<file path="src/rtl/bmp_stream_pkg.sv">
// Types and constants shared by the BMP frame reader and the BMP image writer.
// States: IDLE wait for start | VSYNC frame marker | ACTIVE row reads | HBLANK row gap | DRAIN flush buffer
package bmp_stream_pkg;

    typedef logic [2:0] state_t;

    localparam state_t ST_IDLE   = 3'd0;
    localparam state_t ST_VSYNC  = 3'd1;
    localparam state_t ST_ACTIVE = 3'd2;
    localparam state_t ST_HBLANK = 3'd3;
    localparam state_t ST_DRAIN  = 3'd4;

    // Field order matches the memory word, so a word casts directly to a pair.
    typedef struct packed {
        logic [7:0] r1;
        logic [7:0] g1;
        logic [7:0] b1;
        logic [7:0] r0;
        logic [7:0] g0;
        logic [7:0] b0;
    } pix_pair_t;

    localparam int B0_LSB = 0;
    localparam int G0_LSB = 8;
    localparam int R0_LSB = 16;
    localparam int B1_LSB = 24;
    localparam int G1_LSB = 32;
    localparam int R1_LSB = 40;

endpackage

</file>
<file path="src/rtl/pixel_skid_buf.sv">
// Two-entry fall-through valid/ready buffer: an arriving word is presented in
// the same cycle when the buffer is empty, and is stored only if not taken.
module pixel_skid_buf #(
    parameter int W = 48
) (
    input  logic         clk,
    input  logic         Reset,
    input  logic         in_valid,
    input  logic [W-1:0] in_data,
    output logic         out_valid,
    input  logic         out_ready,
    output logic [W-1:0] out_data,
    output logic [1:0]   free_cnt
);

    logic [W-1:0] slot [2];
    logic         wr_ptr;
    logic         rd_ptr;
    logic [1:0]   count;
    logic         push;
    logic         pop;

    assign out_valid = (count != 2'd0) || in_valid;
    assign push      = in_valid && !((count == 2'd0) && out_ready);
    assign pop       = (count != 2'd0) && out_ready;
    assign free_cnt  = 2'd2 - count;

    // Data is forced to zero when nothing is presented so idle outputs read 0.
    always_comb begin
        out_data = '0;
        if (count != 2'd0)
            out_data = slot[rd_ptr];
        else if (in_valid)
            out_data = in_data;
    end

    always_ff @(posedge clk) begin
        if (Reset) begin
            count  <= 2'd0;
            wr_ptr <= 1'b0;
            rd_ptr <= 1'b0;
        end else begin
            if (push) begin
                slot[wr_ptr] <= in_data;
                wr_ptr       <= !wr_ptr;
            end
            if (pop)
                rd_ptr <= !rd_ptr;
            count <= count + {1'b0, push} - {1'b0, pop};
        end
    end

endmodule

</file>
<file path="src/rtl/bmp_frame_reader.sv">
// Replays a bottom-up 24-bit BMP pixel array top-down as two-pixel beats
// with vsync framing, row blanking and valid/ready backpressure.
module bmp_frame_reader
    import bmp_stream_pkg::*;
#(
    parameter int Im_width  = 768,
    parameter int Im_height = 512,
    parameter int VSYNC_CYC = 4,
    parameter int HBLANK    = 8,
    parameter int AW        = 18
) (
    input  logic          clk,
    input  logic          Reset,
    input  logic          start,
    output logic [AW-1:0] mem_addr,
    output logic          mem_rd,
    input  logic [47:0]   mem_rdata,
    input  logic          out_ready,
    output logic          vsync,
    output logic          hsync,
    output logic [7:0]    R0_out,
    output logic [7:0]    G0_out,
    output logic [7:0]    B0_out,
    output logic [7:0]    R1_out,
    output logic [7:0]    G1_out,
    output logic [7:0]    B1_out,
    output logic          Read_Done
);

    localparam logic [AW-1:0] PAIRS   = AW'(Im_width / 2);
    localparam logic [AW-1:0] PAIRS_M1 = AW'(Im_width / 2 - 1);
    localparam logic [AW-1:0] ROWS_M1 = AW'(Im_height - 1);
    localparam logic [AW-1:0] TOTAL   = AW'(Im_width * Im_height / 2);
    localparam logic [AW-1:0] ONE     = AW'(1);

    state_t        state;
    logic [AW-1:0] row;
    logic [AW-1:0] col;
    logic [AW-1:0] row_base;
    logic [AW-1:0] beat_cnt;
    logic [7:0]    timer;
    logic          rd_q;
    logic [1:0]    free_cnt;
    logic          buf_valid;
    logic [47:0]   buf_data;
    logic          issue;
    logic          accept;
    logic          drained;

    // A read already in flight occupies a slot before its data lands.
    assign issue   = (state == ST_ACTIVE) && (free_cnt > {1'b0, rd_q});
    assign accept  = buf_valid && out_ready;
    assign drained = (state == ST_DRAIN) && !rd_q && (free_cnt == 2'd2) && (beat_cnt == TOTAL);

    assign mem_rd    = issue;
    assign mem_addr  = issue ? row_base + col : '0;
    assign vsync     = (state == ST_VSYNC);
    assign hsync     = buf_valid;
    assign Read_Done = drained;

    assign B0_out = buf_data[B0_LSB +: 8];
    assign G0_out = buf_data[G0_LSB +: 8];
    assign R0_out = buf_data[R0_LSB +: 8];
    assign B1_out = buf_data[B1_LSB +: 8];
    assign G1_out = buf_data[G1_LSB +: 8];
    assign R1_out = buf_data[R1_LSB +: 8];

    pixel_skid_buf #(.W(48)) u_skid (
        .clk       (clk),
        .Reset     (Reset),
        .in_valid  (rd_q),
        .in_data   (mem_rdata),
        .out_valid (buf_valid),
        .out_ready (out_ready),
        .out_data  (buf_data),
        .free_cnt  (free_cnt)
    );

    // row_base trails row by one cycle; VSYNC and HBLANK cover that lag.
    always_ff @(posedge clk) begin
        if (Reset) begin
            state    <= ST_IDLE;
            row      <= '0;
            col      <= '0;
            row_base <= '0;
            beat_cnt <= '0;
            timer    <= '0;
            rd_q     <= 1'b0;
        end else begin
            rd_q     <= issue;
            row_base <= (ROWS_M1 - row) * PAIRS;
            if (accept)
                beat_cnt <= beat_cnt + ONE;
            case (state)
                ST_IDLE: begin
                    if (start) begin
                        state    <= ST_VSYNC;
                        timer    <= 8'(VSYNC_CYC - 1);
                        row      <= '0;
                        col      <= '0;
                        beat_cnt <= '0;
                    end
                end
                ST_VSYNC: begin
                    if (timer == 8'd0)
                        state <= ST_ACTIVE;
                    else
                        timer <= timer - 8'd1;
                end
                ST_ACTIVE: begin
                    if (issue) begin
                        if (col == PAIRS_M1) begin
                            col <= '0;
                            row <= row + ONE;
                            if (row == ROWS_M1) begin
                                state <= ST_DRAIN;
                            end else begin
                                state <= ST_HBLANK;
                                timer <= 8'(HBLANK - 1);
                            end
                        end else begin
                            col <= col + ONE;
                        end
                    end
                end
                ST_HBLANK: begin
                    if (timer == 8'd0)
                        state <= ST_ACTIVE;
                    else
                        timer <= timer - 8'd1;
                end
                ST_DRAIN: begin
                    if (drained)
                        state <= ST_IDLE;
                end
                default: state <= ST_IDLE;
            endcase
        end
    end

endmodule

</file>
<file path="config.mk">
export PLATFORM = sky130hd
export DESIGN_NAME = bmp_frame_reader
export DESIGN_NICKNAME = d
export VERILOG_FILES = /design/src/rtl/bmp_stream_pkg.sv /design/src/rtl/pixel_skid_buf.sv /design/src/rtl/bmp_frame_reader.sv
export SDC_FILE = /design/constraint.sdc
export NUM_CORES = 1
export LEC_CHECK = 0
export ABC_AREA = 1
export CORE_UTILIZATION = 40
export CTS_BUF_LIST = sky130_fd_sc_hd__clkbuf_4
export DETAILED_ROUTE_END_ITERATION = 8
export SLEW_MARGIN = 20
export SYNTH_ARGS = -nofsm -noshare
export SYNTH_HDL_FRONTEND = slang
export SYNTH_SLANG_ARGS = --single-unit
</file>
<file path="constraint.sdc">
create_clock -name clk -period 16.8 [get_ports clk]
set_input_delay 3.36 -clock clk [delete_from_list [all_inputs] [get_ports clk]]
set_output_delay 3.36 -clock clk [all_outputs]
set_load 0.01 [all_outputs]
</file>
## Word-level counts from Yosys, hierarchy flattened

Memories as Yosys holds them, arrays and structs flattened. A register that Yosys moved wholly into a read port is not among the register bits.
Cells that the tools add are included.

- Add/subtract/negate cells: 9
- $mul: 1
- Magnitude comparators: 1
- Equality and inequality tests: 15
- Muxes and demuxes: 31
- Reduce and logical (&&, ||, !) cells: 24

Operators with widths:

| cell | number |
|---|---|
| 18-bit two-way mux | 9 |
| 48-bit two-way mux | 2 |
| 18-bit one-hot mux with 2 select lines | 2 |
| 18-bit by 1-bit adder with 18-bit output (second input constant) | 3 |
| 8-bit two-way mux | 5 |
| 18-bit by 9-bit equality test with 1-bit output (second input constant) | 2 |
| 8-bit one-hot mux with 3 select lines | 1 |
| 18-bit adder | 1 |
| 18-bit equality test (second input constant) | 1 |
| 18-bit by 2-bit multiplier with 11-bit output (second input constant) | 1 |
| 3-bit two-way mux | 6 |
| 9-bit by 18-bit subtractor with 18-bit output (first input constant) | 1 |
| 3-bit one-hot mux with 4 select lines | 1 |
| 2-bit != test (second input constant) | 5 |
| 1-bit logical AND | 8 |
| 8-bit zero test | 1 |
| 8-bit by 1-bit subtractor with 8-bit output (second input constant) | 1 |
| 3-bit by 2-bit equality test with 1-bit output (second input constant) | 2 |
| 6-bit AND reduction | 1 |
| 1-bit two-way mux | 5 |
| 5-bit AND reduction | 1 |
| 1-bit zero test | 4 |
| 2-bit by 1-bit != test with 1-bit output (second input constant) | 2 |
| 4-bit AND reduction | 1 |
| 14 further kinds | 15 |

- Flip-flop bits (word level): 88
- Bits in writable memories: 96
- Output and inout bits: 70
- Logic and storage cells: 93
- Memories: 1

Memories:

| memory | words | width | rd ports | clocked after memory_dff | wr ports | line | RTL |
|---|---|---|---|---|---|---|---|
| u_skid.slot | 2 | 48 | 1 | 1 | 1 | pixel_skid_buf.sv:16 | `logic [W-1:0] slot [2];` |

## Longest topological paths before layout

Gate-level depths: netlist (run 1).

- Word-level depth: 7
- Gate-level depth with buffers: 14

## Cells and area by module

A second synthesis (run 1) with hierarchy kept.

- Cells, all modules: 1,205
- Area, all modules: 9,570.4 um2

By module, submodules not included:

| module | times used | cells an instance | area each (um2) |
|---|---|---|---|
| bmp_frame_reader | 1 | 802 | 5,158.7 |
| pixel_skid_buf | 1 | 403 | 4,411.7 |

## Worst setup path after synthesis (run 1)

OpenSTA, ideal clock, no wires.

- Path type: input to register
- Start: input Reset
- End: memory u_skid.slot[1][0], enable pin
- Setup time: 0.513 ns
- Arrival: 7.104 ns
- Setup slack: 9.183 ns
- Stages: 3
- Cells stage by stage: clkbuf_1 -> buf_1 -> nor3_1

- Word-level cells in the longest chain between the ends: 2

RTL lines:

| what | line | RTL |
|---|---|---|
| start: declaration | bmp_frame_reader.sv:13 | `input logic Reset,` |
| 1-bit two-way mux | pixel_skid_buf.sv:38 | `if (Reset) begin` |
| 1-bit two-way mux (implied by the code) | pixel_skid_buf.sv:44 | `slot[wr_ptr] <= in_data;` |
| end: declaration | pixel_skid_buf.sv:16 |  |

No other way between the ends.

## Worst setup path after layout (run 1)

- Start: input mem_rdata[2]
- End: output B0_out[2]

- Word-level cells in the longest chain between the ends: 2

RTL lines:

| what | line | RTL |
|---|---|---|
| start: declaration | bmp_frame_reader.sv:17 | `input logic [47:0] mem_rdata,` |
| 48-bit two-way mux | pixel_skid_buf.sv:33 | `else if (in_valid)` |
| 48-bit two-way mux | pixel_skid_buf.sv:31 | `if (count != 2'd0)` |
| end: declaration | bmp_frame_reader.sv:23 | `output logic [7:0] B0_out,` |

No other way between the ends.

==> results of run 1 <==
worst max-delay path: cells and delay by family:
family | cells | cell delay, ns
buffers and inverters | 2 | 1.12
AO/OA/AOI/OAI | 1 | 0.17
AND/OR/NAND/NOR | 1 | 0.08
power by group:
group	switching (mW)	leakage [nW]	total, mW	internal [mW]
sequential	0.0216	1.53	0.507	0.485
clock	0.169	0.155	0.240	0.0705
combinational	0.375	2.38	0.600	0.226
total	0.565	4.07	1.35	0.781
metrics by stage:
| stage | hold slack, ns | instance area, um^2 | instances |
|---|---|---|---|
| final | 0.479 | 11200 | 1595 |
| after global routing | 0.505 | 11200 | 1595 |
| after CTS | 0.474 | 11100 | 1592 |
| after detailed placement | 0.448 | 10900 | 1560 |
| after global placement | 0.445 | 10900 | 1560 |
| after floorplan | 0.423 | 9360 | 1159 |
final cells by class:
cell class | count | area (um^2)
diodes | 3 | 7.51
clock buffers | 18 | 135
clock inverters | 14 | 151
fillers | 2243 | 11600
inverters | 104 | 390
multi-input cells | 837 | 4300
flip-flops and latches | 178 | 4530
well taps | 313 | 392
repair buffers | 128 | 1260
Yosys cell counts, types with 3 or more instances:
cell type,count,area [um^2]
a21oi_1,67,335
a31oi_1,4,25.0
buf_1,4,15.0
clkbuf_1,31,116
dfxtp_1,82,1640
edfxtp_1,96,2880
ha_1,38,475
inv_1,99,372
inv_2,5,18.8
nand2_1,196,736
nand2_2,3,18.8
nand3_1,105,526
nand3b_1,6,45.0
nand4_1,19,119
nor2_1,201,754
nor2_2,3,18.8
nor2_4,5,56.3
nor3_1,17,85.1
nor3b_1,3,22.5
o21ai_0,109,546
o21ai_1,12,60.1
o21bai_1,4,30.0
xnor2_1,4,35.0
xor2_1,22,193
worst paths after layout:
kind	start	end	cells after the start
worst max register to register	u_skid.count[1]$_SDFF_PP0_	beat_cnt[7]$_SDFF_PP0_	11
worst min-delay path	u_skid.wr_ptr$_SDFFE_PP0P_	u_skid.wr_ptr$_SDFFE_PP0P_	2
worst max-delay path	mem_rdata[2]	B0_out[2]	4
worst min register to register	u_skid.wr_ptr$_SDFFE_PP0P_	u_skid.wr_ptr$_SDFFE_PP0P_	2
sequential cells by signal, summed over array words and instances, names as in the netlist, named ones only:
signal	flops
beat_cnt	18
col	18
rd_q	1
row	18
row_base	11
state	3
timer	8
u_skid.count	2
u_skid.rd_ptr	1
u_skid.slot	96
u_skid.wr_ptr	1
cells by family (layout without fill, tap and decap cells):
| group | count (synthesis) | after routing | share of synthesized area (%) |
|---|---|---|---|
| other cells | 0 | 3 | 0 |
| buf+inv | 144 | 264 | 6.03 |
| xor+xnor | 26 | 26 | 2.43 |
| fa+ha+maj | 40 | 40 | 5.51 |
| simple gates | 568 | 568 | 26.5 |
| compound gates | 203 | 203 | 11.3 |
| flops | 178 | 178 | 48.3 |
metal layers:
layer	global-route usage, %	vias up
met4	4.71	0
li1	-	4103
met1	25.9	3706
met5	0	-
met2	32.5	158
met3	2.87	14
==> results.tsv, run 1 <==
metric	value	unit
outcome	completed	
Post-CTS Setup Bufs	0	
crit path launch type	input port	
clock sinks	178	
ys async rst share	0	%
first-pass GRT wire length	37.3	mm
Clock Skews	0.0266	ns
FF-to-FF setup slack	13.86	ns
Final Setup Violations	0	
most frequent CP cell	clkdlybuf4s50_1	
Largest stage delay, worst path	0.60	ns
# H-tree levels	4	
Final Max Tran Viols	0	
sequential fraction of the synthesis area	48.3	%
max_slew headroom	45.0	%
highest metal used	met4	
TritonCTS clock tree	done	
cell breakdown of the critical path	clkdlybuf4s50_1 > nand3_1 > o21ai_0 > clkdlybuf4s50_1	
crit path max-delay cell type	clkdlybuf4s50_1	
area growth from synthesis to layout	19.2	%
worst path arrival time	4.74	ns
Primary FF master, synth	edfxtp_1	
row count	55	
first drt pass iteration count	5	
Hold Vio Cnt, Final	0	
vias in the first global route	7480	
Syn Area/Cell	8.08	um^2
Final Cycle Share	48.2	%
Layout Nets	1358	
Pwr Density	121	nW/um^2
Syn Nets	1251	
slack of the critical path	8.70	ns
buffers added on ports	121	
gr ovfl total	0	
Total Power	1.35	mW
Die Area	24000	um^2
DP Worst Slack	8.71	ns
GRT Total Usage	19.3	%
Post-Syn Area	9360	um^2
static leakage	4.07	nW
synth warn	0	
most common cell after layout, fill and taps aside	nor2_1	
gp weighted congestion	0.847	
Synth Instances	1159	
largest net degree at the start of global routing	52	
#FFs+latches synth	178	
metal2 WL	10.5	mm
RSZ-0062 raised after global routing	false	
CTS Hold Bufs	0	
later-pin clock latency in the skew report	0.57	ns
Detailed Route WL	22.6	mm
drt first-iter violations	536	
path type of the worst min-delay path	flip-flop to flip-flop	
WP data required	13.44	ns
# IOs	122	
crit path time final	8.10	ns
Initial Util	41.1	%
crit path max fanout	3	
DR vias/cell	5.00	
Critical Path Sink Type	output port	
met3 wire length	1.06	mm
hpwl dp	15.3	mm
Post-synth EDFFs	96	
Post-DRT Antenna Nets	0	
root buffer cell	clkbuf_4	
VDD IR max	66.4	uV
kind of critical path	input port to output port	
post_cts resized	0	
core footprint	22800	um^2
final core utilization	49.0	%
most frequent cells in the layout	nor2_1 (200), nand2_1 (196), clkdlybuf4s50_1 (121)	
Die Height	155	um
layout cells sized above 1	5.39	%
Max clock buf depth	2	
TritonCTS buffer count	17	
vias post-DR	7981	
library cells used by synthesis	42	
Fmax achieved	123	MHz
Worst-path clk slew	0.16	ns
DIE WIDTH	155	um
setup TNS	0	ns
DR WL/cell	14.2	um
DR DRC count	0	
routed metal-1 wire length	10.9	mm
Max Cap Violations	0	
initial antenna violation count	1	
Least-Margin Pin Slew	0.824	ns
Note: power is estimated with default switching activity, not from simulation.
==> inputs of run 2 (changes only) <==
==> constraint.sdc (replaced) <==
create_clock -name clk -period 7.2 [get_ports clk]
set_input_delay 1.44 -clock clk [delete_from_list [all_inputs] [get_ports clk]]
set_output_delay 1.44 -clock clk [all_outputs]
set_load 0.01 [all_outputs]
==> results.tsv, run 2 (synthesized netlist as in run 1, its figures left out) <==
metric	value	unit	change
TritonCTS clock tree	done		unchanged
placed insts	1558		was 1560
vias post-DR	8021		was 7981
crit path launch type	flip-flop		was input port
Worst-path clk slew	0.15	ns	was 0.16 ns
Post-CTS Setup Bufs	0		unchanged
drt first-iter violations	583		was 536
Top reg by flops	u_skid.slot		unchanged
Placed Instance Area	10800	um^2	was 10900 um^2
Post-DRT Antenna Nets	0		unchanged
# H-tree levels	4		unchanged
most frequent CP cell	nand2_1		was clkdlybuf4s50_1
root buffer cell	clkbuf_4		unchanged
crit path max-delay cell type	dfxtp_2		was clkdlybuf4s50_1
gp weighted congestion	0.828		was 0.847
later-pin clock latency in the skew report	0.57	ns	about the same
register area	4530	um^2	unchanged
Critical Path Sink Type	output port		unchanged
gr ovfl total	0		unchanged
hpwl dp	15.2	mm	was 15.3 mm
Initial Util	41.1	%	unchanged
Hold Vio Cnt, Final	0		unchanged
Clock Skews	0.0310	ns	was 0.0266 ns
core footprint	22800	um^2	unchanged
Post-Layout Cell Count	1591		was 1595
first drt pass iteration count	5		unchanged
cell breakdown of the critical path	ha_1 > nand2_1 > nand2_1 > nor2_1 > inv_1 > a21oi_1 > o21a_1 > clkdlybuf4s50_1		was clkdlybuf4s50_1 > nand3_1 > o21ai_0 > clkdlybuf4s50_1
row count	55		unchanged
metal2 WL	10.2	mm	was 10.5 mm
buffers added on ports	121		unchanged
setup TNS	0	ns	unchanged
Fmax achieved	184	MHz	
kind of critical path	flip-flop to output port		was input port to output port
post_cts resized	0		unchanged
final core utilization	48.9	%	was 49.0%
initial antenna violation count	1		unchanged
static leakage	4.06	nW	was 4.07 nW
Die Area	24000	um^2	unchanged
met3 wire length	1.03	mm	was 1.06 mm
footprint of the multi-input gates	4290	um^2	was 4300 um^2
crit path max fanout	51		was 3
routed metal-1 wire length	11.0	mm	was 10.9 mm
VDD IR max	132	uV	was 66.4 uV
layout cells sized above 1	5.25	%	was 5.39%
highest metal used	met4		unchanged
most frequent cells in the layout	nor2_1 (200), nand2_1 (196), clkdlybuf4s50_1 (121)		unchanged
Least-Margin Pin Slew	1.07	ns	was 0.824 ns
DR vias/cell	5.04		was 5.00
FILL cells	2215		was 2243
Die Height	155	um	unchanged
Final Setup Violations	0		unchanged
Max Cap Violations	0		unchanged
DR WL/cell	14.0	um	was 14.2 um
Detailed Route WL	22.3	mm	was 22.6 mm
Final Cycle Share	75.3	%	
vias in the first global route	7342		was 7480
worst path arrival time	3.98	ns	was 4.74 ns
TritonCTS buffer count	17		unchanged
Pwr Density	281	nW/um^2	was 121 nW/um^2
outcome	completed		unchanged
crit path time final	5.42	ns	
clock sinks	178		unchanged
Finished Cell Area	11100	um^2	was 11200 um^2
DR DRC count	0		unchanged
first-pass GRT wire length	36.6	mm	was 37.3 mm
WP data required	5.76	ns	was 13.44 ns
largest net degree at the start of global routing	52		unchanged
DIE WIDTH	155	um	unchanged
CTS Hold Bufs	0		unchanged
Layout Nets	1356		was 1358
final hold slack	0.472	ns	was 0.479 ns
Max clock buf depth	2		unchanged
RSZ-0062 raised after global routing	false		unchanged
most common cell after layout, fill and taps aside	nor2_1		unchanged
GRT Total Usage	19.0	%	was 19.3%
area growth from synthesis to layout	18.9	%	was 19.2%
# IOs	122		unchanged
max reg flops	96		unchanged
Final Max Tran Viols	0		unchanged
Largest stage delay, worst path	1.06	ns	was 0.60 ns
path type of the worst min-delay path	flip-flop to flip-flop		unchanged
max_slew headroom	28.5	%	was 45.0%
## run 2: layout make-up
class / count / area share [%]
timing repair buffer: 126 / 11.2
antenna: 1 / 0.0225
multi-input combinational: 837 / 38.5
clock buffer: 18 / 1.21
sequential: 178 / 40.6
clock inverter: 14 / 1.37
tap: 313 / 3.52
inverter: 104 / 3.51
## run 2: per-layer routing
layer	GRT usage, %	vias to the layer above
li1	-	4095
met1	26.2	3742
met2	31.1	174
met3	3.20	10
met4	4.43	0
met5	0	-
## run 2: worst max-delay path, delay by kind of cell (launching register included)
family / cells / cell delay (ns)
AO/OA/AOI/OAI: 2 / 0.36
adder cells (fa/ha/maj): 1 / 0.37
buffers and inverters: 2 / 0.95
flip-flops: 1 / 1.06
AND/OR/NAND/NOR: 3 / 0.67
## run 2: power by group
part	switching, mW	internal (mW)
sequential	0.0674	1.13
clock	0.399	0.166
combinational	0.847	0.518
total	1.31	1.82
## run 2: final timing paths
kind                                    from                          to  slack [ns]  depth (start not counted)
setup reg to reg  u_skid.count[0]$_SDFF_PP0_       state[1]$_SDFFE_PP0P_        3.97                         13
hold reg to reg   u_skid.wr_ptr$_SDFFE_PP0P_  u_skid.wr_ptr$_SDFFE_PP0P_        0.47                          2
setup / recovery             rd_q$_SDFF_PP0_                mem_addr[11]        1.78                          8
hold / removal    u_skid.wr_ptr$_SDFFE_PP0P_  u_skid.wr_ptr$_SDFFE_PP0P_        0.47                          2
## run 2: stage by stage
stage / setup WS, ns / power (mW)
detailed placement: 2.33 / 2.60
global route: 1.44 / 3.36
CTS: 1.66 / 3.17
finish: 1.78 / 3.13
global placement: 2.39 / 2.59
floorplan: 1.50 / 2.07
